`config.mk`:
```
export PLATFORM = sky130hd
export DESIGN_NAME = fp_res_collector
export DESIGN_NICKNAME = d
export VERILOG_FILES = /design/src/rtl/fp_res_collector.sv
export SDC_FILE = /design/constraint.sdc
export NUM_CORES = 1
export LEC_CHECK = 0
export CAP_MARGIN = 20
export CORE_MARGIN = 2
export CORE_UTILIZATION = 55
export DETAILED_ROUTE_END_ITERATION = 7
export GPL_TIMING_DRIVEN = 0
export MAX_ROUTING_LAYER = met4
export PLACE_DENSITY = 0.8
export SYNTH_ARGS = -nofsm -noshare
export SYNTH_HDL_FRONTEND = slang
export SYNTH_SLANG_ARGS = --single-unit
```
`constraint.sdc`:
```
create_clock -name clk -period 15.8 [get_ports clk]
set_input_delay 4.74 -clock clk [delete_from_list [all_inputs] [get_ports clk]]
set_output_delay 4.74 -clock clk [all_outputs]
set_load 0.05 [all_outputs]
```
`src/rtl/fp_res_collector.sv`:
```
// Result collector for the a**5 + 0.3*b + c FP unit: captures every result into a FIFO,
// hands it out over valid/ready and issues credits. Optional stats: FP_RES_COLLECTOR_STATS_EN.
module fp_res_collector #(
  parameter int FLEN = 64,
  parameter int DEPTH = 8,
  localparam int CW = $clog2(DEPTH) + 1
) (
  input  logic            clk,
  input  logic            rst,
  input  logic            arg_vld,
  input  logic            res_vld,
  input  logic [FLEN-1:0] res,
  input  logic            res_negative,
  input  logic            err,
  output logic            credit_ok,
  output logic            out_vld,
  input  logic            out_ready,
  output logic [FLEN-1:0] out_data,
  output logic            out_negative,
  output logic            out_err,
  output logic [CW-1:0]   in_flight,
  output logic [CW-1:0]   count,
`ifdef FP_RES_COLLECTOR_STATS_EN
  output logic [31:0]     n_res,
  output logic [31:0]     n_err,
  output logic [31:0]     n_neg,
`endif
  output logic            proto_err
);

  localparam int AW = $clog2(DEPTH);
  localparam int EW = FLEN + 2;

  // Handshake: an entry moves to the consumer in every cycle where out_vld && out_ready
  // are both high at the rising edge; out_ready is ignored while out_vld is low.

  logic [EW-1:0] mem [DEPTH];
  logic [AW-1:0] wptr;
  logic [AW-1:0] rptr;
  logic [EW-1:0] head;

  logic          pop;
  logic          full;
  logic          push;
  logic          drop;
  logic          if_zero;
  logic          if_max;
  logic [CW:0]   occupancy;

  assign pop       = out_vld && out_ready;
  assign full      = (count == CW'(DEPTH));
  assign drop      = res_vld && full && !pop;
  assign push      = res_vld && !drop;
  assign if_zero   = (in_flight == '0);
  assign if_max    = (in_flight == '1);

  // Credit is a pure function of registered state, so the issuer sees no input-to-output path.
  assign occupancy = {1'b0, in_flight} + {1'b0, count};
  assign credit_ok = (occupancy < (CW + 1)'(DEPTH));

  assign out_vld      = (count != '0);
  assign head         = mem[rptr];
  assign out_data     = head[EW-1:2];
  assign out_negative = head[1];
  assign out_err      = head[0];

  // Storage is deliberately not reset; contents are only observed when out_vld=1.
  always_ff @(posedge clk) begin
    if (push) begin
      mem[wptr] <= {res, res_negative, err};
    end
  end

  always_ff @(posedge clk or posedge rst) begin
    if (rst) begin
      wptr <= '0;
      rptr <= '0;
    end else begin
      if (push) begin
        wptr <= wptr + AW'(1);
      end
      if (pop) begin
        rptr <= rptr + AW'(1);
      end
    end
  end

  always_ff @(posedge clk or posedge rst) begin
    if (rst) begin
      count <= '0;
    end else if (push && !pop) begin
      count <= count + CW'(1);
    end else if (pop && !push) begin
      count <= count - CW'(1);
    end
  end

  // Saturating in-flight accounting; a simultaneous issue and return cancel out.
  always_ff @(posedge clk or posedge rst) begin
    if (rst) begin
      in_flight <= '0;
    end else if (arg_vld && !res_vld && !if_max) begin
      in_flight <= in_flight + CW'(1);
    end else if (res_vld && !arg_vld && !if_zero) begin
      in_flight <= in_flight - CW'(1);
    end
  end

  always_ff @(posedge clk or posedge rst) begin
    if (rst) begin
      proto_err <= 1'b0;
    end else if ((arg_vld && !credit_ok) || (res_vld && if_zero) || drop) begin
      proto_err <= 1'b1;
    end
  end

`ifdef FP_RES_COLLECTOR_STATS_EN
  always_ff @(posedge clk or posedge rst) begin
    if (rst) begin
      n_res <= '0;
      n_err <= '0;
      n_neg <= '0;
    end else if (pop) begin
      n_res <= n_res + 32'd1;
      if (out_err) begin
        n_err <= n_err + 32'd1;
      end
      if (out_negative) begin
        n_neg <= n_neg + 32'd1;
      end
    end
  end
`endif

endmodule
```
; After elaboration in Yosys (flattened, before gate mapping)
; Memory sizes are Yosys's and may differ from the RTL's.
; Index checks and enable logic that the tools add are counted.
[word_totals]
ram_bits = 528
n_memories = 1
word_cells = 48
out_inout_bits = 77
reg_bits = 15
in_bits = 71
[mem_list]
columns = name, depth, width, rd, rd_clocked_by_memory_dff, wr, line_no
row1 = mem, 8, 66, 1, 0, 1, 37  ; logic [EW-1:0] mem [DEPTH];
[classes]
add_sub_neg = 7
magnitude_cmp = 1
eq_ne = 2
mux = 6
n_reduce_logical = 26
[op_table]
columns = operator, n
row1 = $mux W4, 4
row2 = $logic_and A1 B1 Y1, 12
row3 = $add A4 B1 Y4 const B, 2
row4 = $eq A4 B4 Y1 const B, 2
row5 = $logic_not A1 Y1, 8
row6 = $sub A4 B1 Y4 const B, 2
row7 = $add A3 B1 Y3 const B, 2
row8 = $add A4 B4 Y5, 1
row9 = $lt A5 B4 Y1 const B, 1
row10 = $logic_not A4 Y1, 1
row11 = $reduce_bool A2 Y1, 2
row12 = $reduce_bool A4 Y1, 1
row13 = $logic_or A1 B1 Y1, 2
row14 = $mux W1, 2

; Longest topological paths before layout
[depth]
word_depth = 10
depth_mapped = 10
mapped_depth_nobuf = 10

; Least setup slack after synthesis
; No wires, ideal clock.
[synth_path]
kind = input -> register
from = input out_ready
to = memory mem[0][0] in the netlist's numbering (enable)
arrival_ns = 9.710
path_buffers = 0
slack_ns = 5.519
setup_ns = 0.571
required_ns = 15.229
path_stages = 5
cell_sequence = nand2b_1 o41ai_1 inv_1 nand2b_1 nor3_1
[synth_via]
elab_chain_len = 7
[synth_lines]
columns = element, line_no
row1 = start: declaration, 17  ; input logic out_ready,
row2 = $logic_and A1 B1 Y1, 50  ; assign pop = out_vld && out_ready;
row3 = $logic_not A1 Y1, 52  ; assign drop = res_vld && full && !pop;
row4 = $logic_and A1 B1 Y1, 52
row5 = $logic_not A1 Y1, 53  ; assign push = res_vld && !drop;
row6 = $logic_and A1 B1 Y1, 53
row7 = net push, 44  ; logic push;
row8 = $mux W1, 69  ; if (push) begin
row9 = $mux W1 (not written as such), 70  ; mem[wptr] <= {res, res_negative, err};
row10 = end: declaration, 37
; The timed path passes the listed nets, and every way through them passes these cells.

; Worst setup path after layout
[layout_path]
from = register rptr[1]
to = output out_data[31]
[layout_via]
elab_chain_len = 1
[layout_lines]
columns = element, line_no
row1 = start: declaration, 39  ; logic [AW-1:0] rptr;
row2 = start signal: assignment, 83  ; rptr <= rptr + AW'(1);
row3 = $mem_v2 Z8 W66, --
row4 = end: declaration, 18  ; output logic [FLEN-1:0] out_data,
; Every way passes these cells.

==> impl_metrics.toml <==
[power]
p_per_area_mw_per_mm2 = 203
peakVddDrop_mv = 0.175
power.total_mw = 5.08
p_leak_nw = 8.03

[synthesis]
synth_cells = 855
synth-seq-area-share_pct = 78.3
synth_area_sq_mm = 0.0207
netlist.area_leader.share_pct = 76.5
yosys-top-cells-count = "edfxtp_1 (528), mux4_2 (132), mux2_2 (67)"
avgSynthCellArea_sq_um = 24.3
synth_edf_count = 528
ys_top_cells_by_area = "edfxtp_1 (76%), mux4_2 (14%), mux2_2 (3.6%), dfrtp_1 (1.8%), ha_1 (0.60%)"
syn-num-nets = 938
synth-main-ff-cell = "edfxtp_1"
ys_types = 34
synth_top_area_cell = "edfxtp_1"
yosysMostFrequentCell = "edfxtp_1"
yosysWarnings = 0
ys_async_sr_fraction_pct = 2.76
ys_ff_latch = 543

[final_layout]
finalNonFillerCells = 1641
syn2layout_area_growth_pct = 20.7
nets = 1171
final_layout_size_suffix_gt1_share_pct = 29.0

[route]
via_per_inst = 5.75
first_iter_violations = 637
wl_microns = 40700
drc = 0
wire_per_inst_microns = 24.8
vias = 9432
ant_nets = 0
dr.pass1.iters = 7

[die]
initial_utilization_pct = 55.4
die_w_microns = 198
boundaryPins = 148
core_sq_mm = 0.0374
rows = 71
dieArea_sq_mm = 0.0393
die_h_microns = 198

[global_routing]
use_met1_pct = 28.9
grt_max_degree = 26
grt_busiest_layer = "met2"
grt-ovfl-total = 0
met3_usage_pct = 4.65
grt_pass1_vias = 10024
grt.total_usage_pct = 22.3
use_met2_pct = 36.7
antenna_found_initial = 3
grt_first_pass_wirelength_microns = 61200

[clocking]
clk_pin_slew_ns = 0.06
cts_tree = "done"
cts_buffers = 53
clock_latency_ns = 0.58
cts.sinks = 543
clk_path_buf_depth = 3
htree_num_levels = 2
ctsResizeCount = 0
hold_buffers = 0
post-cts-setup-buffer-count = 0
cts_root_buf = "clkbuf_16"

[critical_path]
cp_slowest_stage_delay_ns = 0.71
r2r_cells = 9
required_ns = 11.06
startpoint_type = "register"
regToRegStartpoint = "count[0]"
path_buf_inv = 4
cp-endpoint = "out_data[31]"
cpMaxStageDelayCell = "clkdlybuf4s50_1"
critPathMaxFanout = 10
crit_family = "buffers and inverters"
cpMostUsedCell = "clkbuf_1"
r2r_end = "count[3]"
end_kind = "output pin"
path_cells = "clkbuf_1 > clkbuf_1 > buf_2 > mux4_2 > mux2_2 > clkdlybuf4s50_1"
rrSetupSlack_ns = 12.68
critPathKind = "register to output pin"
arrival_ns = 3.86
startpoint = "rptr[1]"
cp.depth = 6

[place]
dp_cells = 1543
portBuffers = 147
dp_hpwl_microns = 25200
globalplace.congestion = 0.749

[timing]
timing.fmax_mhz = 116
rsz0062_at_grt = "no"
slew_headroom_pct = 37.7
fin_skew_ns = 0.0141
fin_crit_sh_pct = 54.4
worst_slew_pin_slew_ns = 0.932
post-route-min-period_ns = 8.60
final_max_slew_viol_count = 0
finalHoldViolCount = 0
setup_viol_count_final = 0
fin_setup_tns_ns = 0

[worst_hold_path]
worstHoldPathType = "register to register"

[job]
maxCapViolations = 0

[run_status]
status = "finished, final reports clean"
==> metrics by stage <==
step	hold slack, ns	area, sq um	utilization [%]	worst slack (ns)
2_1_floorplan	0.487	20700	-	5.52
3_3_place_gp	0.466	22800	61.1	0.490
5_1_grt	0.555	25000	66.9	7.06
3_5_place_dp	0.490	23400	62.7	7.70
6_report	0.501	25000	66.9	7.20
4_1_cts	0.505	25000	66.9	7.08
==> final cells by class <==
class | instances | area, sq um
diodes | 3 | 7.51
plain buffers | 38 | 220
clock buffers | 66 | 1420
clock inverters | 28 | 154
fillers | 2332 | 12400
inverters | 4 | 15.0
multi-input cells | 270 | 4320
flip-flops and latches | 543 | 16200
well taps | 511 | 639
repair buffers | 178 | 2010
==> metal layers <==
layer / vias up / wire length, microns
met5: - / 0
met4: 0 / 722
met3: 56 / 2500
met2: 270 / 21100
met1: 4988 / 16400
li1: 4118 / -
==> state kept, by name, summed over array words and instances (netlist names) <==
name / cells
rptr: 3
in_flight: 4
mem: 528
wptr: 3
proto_err: 1
count: 4
==> how the worst min path moves through the flow <==
stage               from   endpoint  depth (start not counted)
2_1_floorplan    wptr[0]    wptr[0]                          2
3_5_place_dp   proto_err  proto_err                          2
4_1_cts        proto_err  proto_err                          2
6_report       proto_err  proto_err                          2
5_1_grt        proto_err  proto_err                          2
3_3_place_gp   proto_err  proto_err                          2
==> cell usage in the layout, fill, tap and decap left out, types with 5 or more instances in the layout <==
master           instances
edfxtp_1               528
clkdlybuf4s50_1        147
mux4_2                 132
mux2_2                  67
clkbuf_16               55
clkbuf_1                25
buf_6                   19
clkinv_1                17
dfrtp_1                 15
buf_2                   14
buf_12                  11
nand2_1                 10
ha_1                    10
clkinv_2                 7
xnor2_1                  6
nor2_4                   6
buf_16                   5
==> where the power goes <==
group	internal (mW)	switching (mW)	leakage (nW)
Combinational	0.859	1.22	2.29
Sequential	1.78	0.0656	4.97
Clock	0.647	0.499	0.768
Total	3.29	1.79	8.03
==> cells by family (layout without fill, tap and decap cells) <==
kind of cell | Yosys count | count (layout) | synth area share [%]
DFF | 543 | 543 | 78.3
muxes | 203 | 203 | 18.2
buffers and inverters | 42 | 314 | 1.13
and+or+nand+nor | 32 | 32 | 0.748
AOI/OAI and AO/OA | 15 | 15 | 0.519
adders and majority gates | 12 | 12 | 0.797
xor gates and xnor gates | 8 | 8 | 0.338
other | 0 | 3 | 0
==> worst min-delay path, delay by kind of cell, from the launching register on <==
family,cells,cell delay [ns]
AO/OA/AOI/OAI,2,0.12
flip-flops,1,0.35
No activity file was read; power rests on OpenSTA's default activity.
